<file path="config.mk">
export PLATFORM = sky130hd
export DESIGN_NAME = fir_run_controller
export DESIGN_NICKNAME = d
export VERILOG_FILES = /design/src/rtl/fir_run_controller.sv
export SDC_FILE = /design/constraint.sdc
export NUM_CORES = 1
export LEC_CHECK = 0
export ABC_CLOCK_PERIOD_IN_PS = 2300
export CAP_MARGIN = 10
export CORE_ASPECT_RATIO = 1.25
export CORE_UTILIZATION = 40
export DETAILED_ROUTE_END_ITERATION = 6
export PLACE_DENSITY = 0.75
export SETUP_SLACK_MARGIN = 0.15
export SKIP_CTS_REPAIR_TIMING = 1
export SLEW_MARGIN = 20
export SYNTH_ARGS = -nofsm -noshare
export SYNTH_HDL_FRONTEND = slang
export SYNTH_SLANG_ARGS = --single-unit
</file>
<file path="constraint.sdc">
create_clock -name clk -period 2.3 [get_ports clk]
set_input_delay 0.69 -clock clk [delete_from_list [all_inputs] [get_ports clk]]
set_output_delay 0.69 -clock clk [all_outputs]
set_load 0.02 [all_outputs]
</file>
<file path="src/rtl/fir_run_controller.sv">
// Run controller: conditions pwr/dbg/stp buttons into a registered cpu_en and stops on a PC match.
// Latency 3+DBNC_CYCLES edges from button to cpu_en; no backpressure, every accepted press event acts.
module fir_run_controller #(
    parameter int N           = 24,
    parameter int DBNC_CYCLES = 4,
    parameter int CNT_W       = 32
) (
    input  logic             clk,
    input  logic             rst,
    input  logic             pwr,
    input  logic             dbg,
    input  logic             stp,
    input  logic [N-1:0]     pc_address,
    input  logic [N-1:0]     halt_address,
    output logic             cpu_en,
    output logic [1:0]       state,
    output logic             done,
    output logic [CNT_W-1:0] cycle_count,
    output logic [15:0]      step_count
);
    localparam int              DB_W    = (DBNC_CYCLES > 1) ? $clog2(DBNC_CYCLES) : 1;
    localparam logic [DB_W-1:0] DB_LAST = DB_W'(DBNC_CYCLES - 1);

    typedef enum logic [1:0] {
        ST_OFF  = 2'b00,
        ST_RUN  = 2'b01,
        ST_HALT = 2'b10,
        ST_DONE = 2'b11
    } run_state_t;

    // Bit 0 = pwr, bit 1 = dbg, bit 2 = stp throughout.
    logic [2:0]      btn_raw;
    logic [2:0]      sync1;
    logic [2:0]      sync2;
    logic [2:0]      db_level;
    logic [2:0]      press;
    logic [DB_W-1:0] db_cnt [3];

    run_state_t st;
    run_state_t st_next;
    logic       step_fire;
    logic       halt_match;

    assign btn_raw = {stp, dbg, pwr};

    always_ff @(posedge clk or negedge rst) begin
        if (!rst) begin
            sync1 <= '1;
            sync2 <= '1;
        end else begin
            sync1 <= btn_raw;
            sync2 <= sync1;
        end
    end

    // A sample equal to the accepted level restarts the run of differing samples.
    always_ff @(posedge clk or negedge rst) begin
        if (!rst) begin
            db_level <= '1;
            press    <= '0;
            for (int i = 0; i < 3; i++) begin
                db_cnt[i] <= '0;
            end
        end else begin
            press <= '0;
            for (int i = 0; i < 3; i++) begin
                if (sync2[i] == db_level[i]) begin
                    db_cnt[i] <= '0;
                end else if (db_cnt[i] == DB_LAST) begin
                    db_level[i] <= sync2[i];
                    db_cnt[i]   <= '0;
                    press[i]    <= ~sync2[i];
                end else begin
                    db_cnt[i] <= db_cnt[i] + DB_W'(1);
                end
            end
        end
    end

    assign halt_match = cpu_en && (pc_address == halt_address);

    always_comb begin
        st_next   = st;
        step_fire = 1'b0;
        unique case (st)
            ST_OFF: begin
                if (press[0]) begin
                    st_next = db_level[1] ? ST_RUN : ST_HALT;
                end
            end
            ST_RUN: begin
                if (halt_match) begin
                    st_next = ST_DONE;
                end else if (press[1]) begin
                    st_next = ST_HALT;
                end
            end
            ST_HALT: begin
                if (halt_match) begin
                    st_next = ST_DONE;
                end else if (press[1]) begin
                    st_next = ST_RUN;
                end else if (press[2]) begin
                    step_fire = 1'b1;
                end
            end
            ST_DONE: begin
                if (press[0]) begin
                    st_next = ST_OFF;
                end
            end
            default: st_next = ST_OFF;
        endcase
    end

    always_ff @(posedge clk or negedge rst) begin
        if (!rst) begin
            st          <= ST_OFF;
            cpu_en      <= 1'b0;
            done        <= 1'b0;
            cycle_count <= '0;
            step_count  <= '0;
        end else begin
            st     <= st_next;
            cpu_en <= (st_next == ST_RUN) || step_fire;
            done   <= (st_next == ST_DONE);
            if (cpu_en && (cycle_count != '1)) begin
                cycle_count <= cycle_count + 1'b1;
            end
            if (step_fire && (step_count != 16'hFFFF)) begin
                step_count <= step_count + 16'd1;
            end
        end
    end

    assign state = st;

endmodule

</file>
Word-level counts from Yosys, hierarchy flattened
Cells that the tools add are included.

storage, ports and cells
  logic and storage cells = 71
  output and inout port bits = 52
  bits in registers = 70
  input port bits = 53

operators by class
  add/subtract/negate cells = 5
  eq/ne operators = 14
  reduce and logical (&&, ||, !) cells = 8
  muxes and demuxes = 24
  bitwise gates (word level) = 6

operator list
  operator                                                          count
  32-bit by 1-bit adder with 32-bit output (second input constant)  1
  32-bit inequality test (second input constant)                    1
  2-bit two-way mux                                                 13
  24-bit == test                                                    1
  16-bit by 1-bit adder with 16-bit output (second input constant)  1
  16-bit inequality test (second input constant)                    1
  2-bit == test (second input constant)                             6
  1-bit two-way mux                                                 10
  2-bit case mux with 4 select lines                                1
  2-bit by 1-bit adder with 2-bit output (second input constant)    3
  1-bit NOT                                                         6
  2-bit AND reduction                                               3
  2-bit by 1-bit == test with 1-bit output (second input constant)  2
  1-bit == test                                                     3
  1-bit logical AND                                                 3
  2-bit zero test                                                   1
  1-bit logical OR                                                  1

Logic depth before layout (Yosys ltp)
Gate-level depths: netlist of the first run.

  word-level depth = 6
  gate-level depth with buffers = 7

Worst setup path before layout of the first run
No wires, ideal clock.

  path kind = register to register
  from = register step_count[0]
  to = register step_count[1]
  buffers on the path = 0
  library setup time = 0.125 ns
  stages on the path, launching flop included = 8
  path slack = 0.329 ns
  clock period less this slack = 1.971 ns
  data arrival time = 1.847 ns
  data required time = 2.175 ns
  path through = dfrtp_1 ha_1 and3_1 nand3_1 nor3_1 nor2_2 nand2_1 mux2_2

between the ends
  longest elaborated chain between the ends = 2
  elaborated cells between the ends (all ways) = 3
  classes of those cells = 1 x add/sub; 1 x eq/ne; 1 x reduce/logical

ends and longest elaborated chain
  item                                                                                              RTL line  RTL
  start: declaration                                                                                19        output logic [15:0] step_count
  start signal: assignment                                                                          131       step_count <= step_count + 16'd1;
  parallel branches: the longest is 2 deep, another holds 16-bit by 1-bit adder with 16-bit output  n/a

Several ways; the timed one is not identified.
A chain may end at the register's enable or synchronous reset.

Worst setup path in the final report of the first run
  from = register step_count[0]
  to = output port step_count[0]

No word-level cell between the ends.

==> metrics.csv, run 1 <==
stage,metric,value,unit
hold_path,hp-class,input pin to async pin,
worst_setup_path,cp.required,1610,ps
yosys,async_flop_share,100,%
yosys,synth-simple-area-share,21.0,%
global_route,gr-total-overflow,0,
global_route,grt_pass1_wl,12.3,mm
worst_setup_path,start_kind,flop,
final_layout,final_cell_mix,"clkdlybuf4s50_1, dfrtp_1, xnor2_1",
routing,viasPerCell,5.21,
routing,num_vias,2720,
yosys,yosysWarnings,0,
final_layout,syn_to_final_growth,46.3,%
yosys,syn_nets,358,
routing,wl_per_cell,14.7,µm
global_route,use_met3,6.71,%
floorplan,die_h,105,µm
floorplan,row_count,37,
routing,drt_iter0_drc,149,
yosys,synth_edf_count,0,
routing,ant_nets,0,
routing,drc,32,
timing,setup_violations,0,
cts,ctsHtreeMaxLevel,3,
global_route,grtUsageTotal,17.8,%
yosys,synth_top_area_share,45.3,%
global_route,grt_pass1_vias,2692,
yosys,synth-adder-area-share,1.85,%
worst_setup_path,path_cells,clkdlybuf4s50_1,
yosys,yosysSeqAreaShare,52.3,%
yosys,syn_avg_cell_area,11.2,µm²
pwr,p_leak,0.00246,µW
timing,fin_worst_skew,7.03,ps
worst_setup_path,arrival,1420,ps
timing,slew-limit-headroom,74.6,%
yosys,synth_top_family_by_area,simple AND/OR/NAND/NOR gates,
yosys,ys_ff_latch,70,
worst_setup_path,critPathTopFamily,buffers and inverters,
timing,fin_crit_sh,91.8,%
placement,gp_congestion,0.807,
yosys,syn_area,0.00337,mm²
floorplan,die_w,84.1,µm
placement,dp.final_hpwl,5.60,mm
yosys,synthXorXnorAreaFrac,18.7,%
worst_setup_path,path_max_fanout,4,
cts,clock_sinks,70,
global_route,grtUsageMet2,31.0,%
global_route,grt_max_degree,71,
final_layout,antenna_cells,0,
yosys,synth_top_cell_by_area,dfrtp_1,
timing,whs,328,ps
final_layout,nNetsFinal,478,
floorplan,initial_core_util,41.2,%
outcome,status,finished with violations,
worst_setup_path,critPathKind,flop to output pin,
yosys,syn-instance-count,300,
cts,cts.reportedPaths.clkPinSlew,70,ps
routing,drt-total-wl,7.67,mm
worst_setup_path,cp-end-kind,output pin,
global_route,gr-usage-met1,19.2,%
routing,first_pass_iters,7,
timing,rsz0062_at_grt,no,
cts,cts_tree,done,
timing,fin_crit,2110,ps
yosys,synth_compound_area_share,3.75,%
yosys,synth_flop_cell,dfrtp_1,
timing,slew_violations,0,
floorplan,io_pins,105,
cts,clk_latency,340,ps
final_layout,drive_gt1_share,13.2,%
pwr,power.density,652,mW/mm²
global_route,busiest_layer,met2,
final_layout,fin_util,60.2,%
timing,hold_violations,0,
cts,cts_inserted_buffers,9,
worst_setup_path,cp_num_buf_inv,1,
yosys,synth_area_leaders,"dfrtp_1, xnor2_1, dfstp_2, xor2_1, nand3_1",
placement,port_buffers,104,
timing,worstMarginPinSlew,381,ps
yosys,ys_types,41,
cts,cts_root_buffer,clkbuf_8,
worst_setup_path,cp_slowest_cell,clkdlybuf4s50_1,
floorplan,die_area,0.00881,mm²
global_route,antenna_found_initial,0,
pwr,peakVddDrop,0.000428,V
flow_run,max_cap_violations,0,
outcome,violations,DRC,
timing,fmax,474,MHz
final_layout,layout_commonest_cell,clkdlybuf4s50_1,
yosys,yosys-mux-area-fraction,1.34,%
floorplan,core,0.00819,mm²
worst_setup_path,cpPeakStageDelay,640,ps
cts,clockBufferDepth,2,
[Yosys cell counts, types with 2 or more instances]
cell type	instances
dfrtp_1	61
xnor2_1	54
nand3_1	24
nand2_1	20
xor2_1	18
nand4_1	15
and3_1	11
nor3_1	10
dfstp_2	9
nor2_1	8
and4_1	7
inv_1	6
ha_1	5
a21oi_1	4
mux2_2	4
nor2b_1	4
and2_1	3
and3b_1	3
clkbuf_1	3
nor4_1	3
o21ai_0	3
and3_2	2
nand3_2	2
nand3b_1	2
nand4b_1	2
o21a_1	2
[final cells by class]
class,count,area (µm²)
clock buffer,16,180
fill,671,3260
inverter,6,22.5
multi-input combinational,220,1620
sequential,70,1770
tap,97,121
timing repair buffer,113,1220
[power by group]
group	switching [µW]	internal (µW)
registers	175	1410
clock network	423	483
logic	330	400
[worst register-to-register path: stages, from the launching register on]
cell and delay (ps):
dfrtp_1 440, ha_1 220, and3_1 180, nand3_1 210, nor3_2 340, nor2_4 130, nand2_2 100, mux2_4 290
[sequential cells by signal (all words and copies together) (netlist names)]
register / count
cycle_count: 32
press: 3
done: 1
sync2: 3
state: 2
db_cnt: 6
db_level: 3
cpu_en: 1
step_count: 16
sync1: 3
[cells by family after synthesis]
| family | Yosys count |
|---|---|
| flops | 70 |
| buf+inv | 10 |
| fa+ha+maj | 5 |
| xor+xnor | 72 |
| compound gates | 18 |
| simple gates | 121 |
| mux | 4 |
[per-stage QoR]
step	setup WS, ps	total power (µW)	instances	TNS (ps)	instance area [µm²]
3_5_place_dp	-286	2340	505	-4140	4590
4_1_cts	33.3	3260	521	0	4770
6_report	188	3220	522	0	4930
3_3_place_gp	-305	2310	505	-4530	4590
2_1_floorplan	329	1970	300	0	3370
5_1_grt	145	3390	522	0	4930
[metal layers]
| metal | up-vias | wire (µm) | share of wire, % |
|---|---|---|---|
| met3 | 11 | 663 | 8.6 |
| met1 | 1310 | 3090 | 40 |
| met2 | 101 | 3790 | 49 |
| met5 | - | 0 | 0 |
| met4 | 0 | 129 | 1.7 |
| li1 | 1298 | - | - |
[worst paths after layout]
kind	start	endpoint	slack, ps	depth (start not counted)
worst max-delay path	step_count[0]	step_count[0]	190	1
worst min-delay path	rst	cycle_count[11]	330	2
worst max register to register	step_count[0]	step_count[1]	260	7
worst min register to register	sync1[2]	sync2[2]	360	0
max in group asynchronous	rst	sync1[0]	1600	2
min in group clk	sync1[2]	sync2[2]	360	0
(Power assumes the default switching activity.)
==> run 2: changes to the inputs <==
CORE_MARGIN = 5   (was default)
CTS_BUF_LIST = sky130_fd_sc_hd__clkbuf_4   (was default)
REMOVE_ABC_BUFFERS = 1   (was default)
==> metrics.csv, run 2 (synthesis results as in run 1) <==
stage,metric,value,unit,change
final_layout,reg.largest.list,"cycle_count (32), step_count (16), db_cnt (6)",,unchanged
timing,fin_crit_sh,96.8,%,was 91.8%
routing,wl_per_cell,14.6,µm,was 14.7 µm
timing,fin_crit,2230,ps,was 2110 ps
global_route,grt_pass1_vias,2826,,was 2692
floorplan,die_h,113,µm,was 105 µm
floorplan,row_count,37,,unchanged
final_layout,antenna_cells,0,,unchanged
worst_setup_path,critPathTopFamily,buffers and inverters,,unchanged
final_layout,layout_commonest_cell,dfrtp_1,,was clkdlybuf4s50_1
routing,ant_nets,0,,unchanged
routing,viasPerCell,5.07,,was 5.21
timing,slew-limit-headroom,71.5,%,was 74.6%
worst_setup_path,cp_num_buf_inv,1,,unchanged
routing,drt-total-wl,7.65,mm,was 7.67 mm
floorplan,initial_core_util,40.9,%,was 41.2%
worst_setup_path,rr_startpoint,cycle_count[9],,was step_count[0]
cts,clock_sinks,70,,unchanged
worst_setup_path,path_max_fanout,11,,was 4
worst_setup_path,r2r-end,cycle_count[30],,was step_count[1]
routing,wl_met2,3.77,mm,was 3.79 mm
timing,fin_worst_skew,17.2,ps,was 7.03 ps
outcome,status,"complete, no violations",,was finished with violations
timing,setup_violations,0,,unchanged
global_route,antenna_found_initial,0,,unchanged
floorplan,die_area,0.0104,mm²,was 0.00881 mm²
final_layout,multi_input_area,0.00159,mm²,was 0.00162 mm²
final_layout,fillCellCount,695,,was 671
routing,drt-met1-wl,3.16,mm,was 3.09 mm
final_layout,fin_util,59.3,%,was 60.2%
cts,clk_latency,410,ps,was 340 ps
timing,worstMarginPinSlew,424,ps,was 381 ps
routing,drc,0,,was 32
pwr,p_leak,0.00290,µW,was 0.00246 µW
worst_setup_path,reg2reg_slack,310,ps,was 260 ps
final_layout,drive_gt1_share,12.9,%,was 13.2%
timing,slew_violations,0,,unchanged
global_route,grt_pass1_wl,12.9,mm,was 12.3 mm
worst_setup_path,critPathKind,flop to output pin,,unchanged
cts,cts_tree,done,,unchanged
routing,first_pass_iters,4,,was 7
floorplan,io_pins,105,,unchanged
routing,maxUsedRoutingLayer,met4,,unchanged
timing,hold_violations,0,,unchanged
final_layout,largest_register_ffs,32,,unchanged
final_layout,nNetsFinal,478,,unchanged
worst_setup_path,cp.required,1610,ps,about the same
cts,cts.reportedPaths.clkPinSlew,110,ps,was 70 ps
cts,clockBufferDepth,2,,unchanged
pwr,peakVddDrop,0.000347,V,was 0.000428 V
worst_setup_path,start_kind,flop,,unchanged
final_layout,syn_to_final_growth,44.9,%,was 46.3%
final_layout,final_cell_mix,"dfrtp_1, xnor2_1, dlymetal6s2s_1",,"was clkdlybuf4s50_1, dfrtp_1, xnor2_1"
floorplan,core,0.00824,mm²,was 0.00819 mm²
global_route,grtUsageTotal,15.5,%,was 17.8%
flow_run,max_cap_violations,0,,unchanged
final_layout,largest-register,cycle_count,,unchanged
pwr,power.density,630,mW/mm²,was 652 mW/mm²
worst_setup_path,path_cells,clkdlybuf4s50_1,,unchanged
final_layout,ff_latch_area,0.00177,mm²,about the same
worst_setup_path,cp-end-kind,output pin,,unchanged
cts,cts_root_buffer,clkbuf_4,,was clkbuf_8
routing,drt_iter0_drc,83,,was 149
worst_setup_path,cp_slowest_cell,clkdlybuf4s50_1,,unchanged
cts,cts_inserted_buffers,9,,unchanged
timing,whs,287,ps,was 328 ps
hold_path,hp-class,input pin to async pin,,unchanged
floorplan,die_w,92.1,µm,was 84.1 µm
timing,fmax,449,MHz,was 474 MHz
worst_setup_path,cpPeakStageDelay,650,ps,was 640 ps
placement,pre_cts_ws,-306,ps,was -286 ps
worst_setup_path,arrival,1540,ps,was 1420 ps
worst_setup_path,worstRegToRegCells,6,,was 7
timing,finalWorstSetupSlack,74.7,ps,was 188 ps
worst_setup_path,crit_cells,1,,unchanged
global_route,grt_max_degree,71,,unchanged
timing,rsz0062_at_grt,yes,,was no
cts,ctsHtreeMaxLevel,3,,unchanged
placement,dp.final_hpwl,5.76,mm,was 5.60 mm
placement,port_buffers,104,,unchanged
global_route,gr-total-overflow,0,,unchanged
routing,num_vias,2645,,was 2720
routing,met3WireLength,628,µm,was 663 µm
placement,gp_congestion,0.737,,was 0.807
[run 2: metal layers]
layer | GRT usage (%) | vias up
met2 | 25.9 | 95
met1 | 18.1 | 1245
li1 | - | 1298
met4 | 5.85 | 0
met5 | 0 | -
met3 | 5.50 | 7
[run 2: worst max path at each step]
stage	start	to	slack [ps]
4_1_cts	state[0]	state[0]	-80
6_report	state[0]	state[0]	70
3_5_place_dp	halt_address[21]	step_count[1]	-310
5_1_grt	state[0]	state[0]	0.9
2_1_floorplan	halt_address[21]	step_count[1]	-130
3_3_place_gp	halt_address[21]	step_count[1]	-290
[run 2: metrics by stage]
step	area [µm²]	std cells	TNS, ps	total power (µW)
floorplan	3360	296	-138	1960
global placement	4590	506	-4260	2330
detailed placement	4590	506	-4540	2360
CTS	4730	522	-75.8	3140
global route	4890	522	0	3280
finish	4890	522	0	3080
[run 2: cell type report]
cell class	count	area share [%]
tap	97	2.48
inverter	6	0.461
timing repair buffer	113	25.6
multi-input combinational	220	32.6
clock inverter	6	1.28
sequential	70	36.1
clock buffer	10	1.54
[run 2: where the power goes]
part	switching, µW	total, µW	internal, µW
combinational	348	760	412
clock	429	771	342
sequential	144	1550	1400
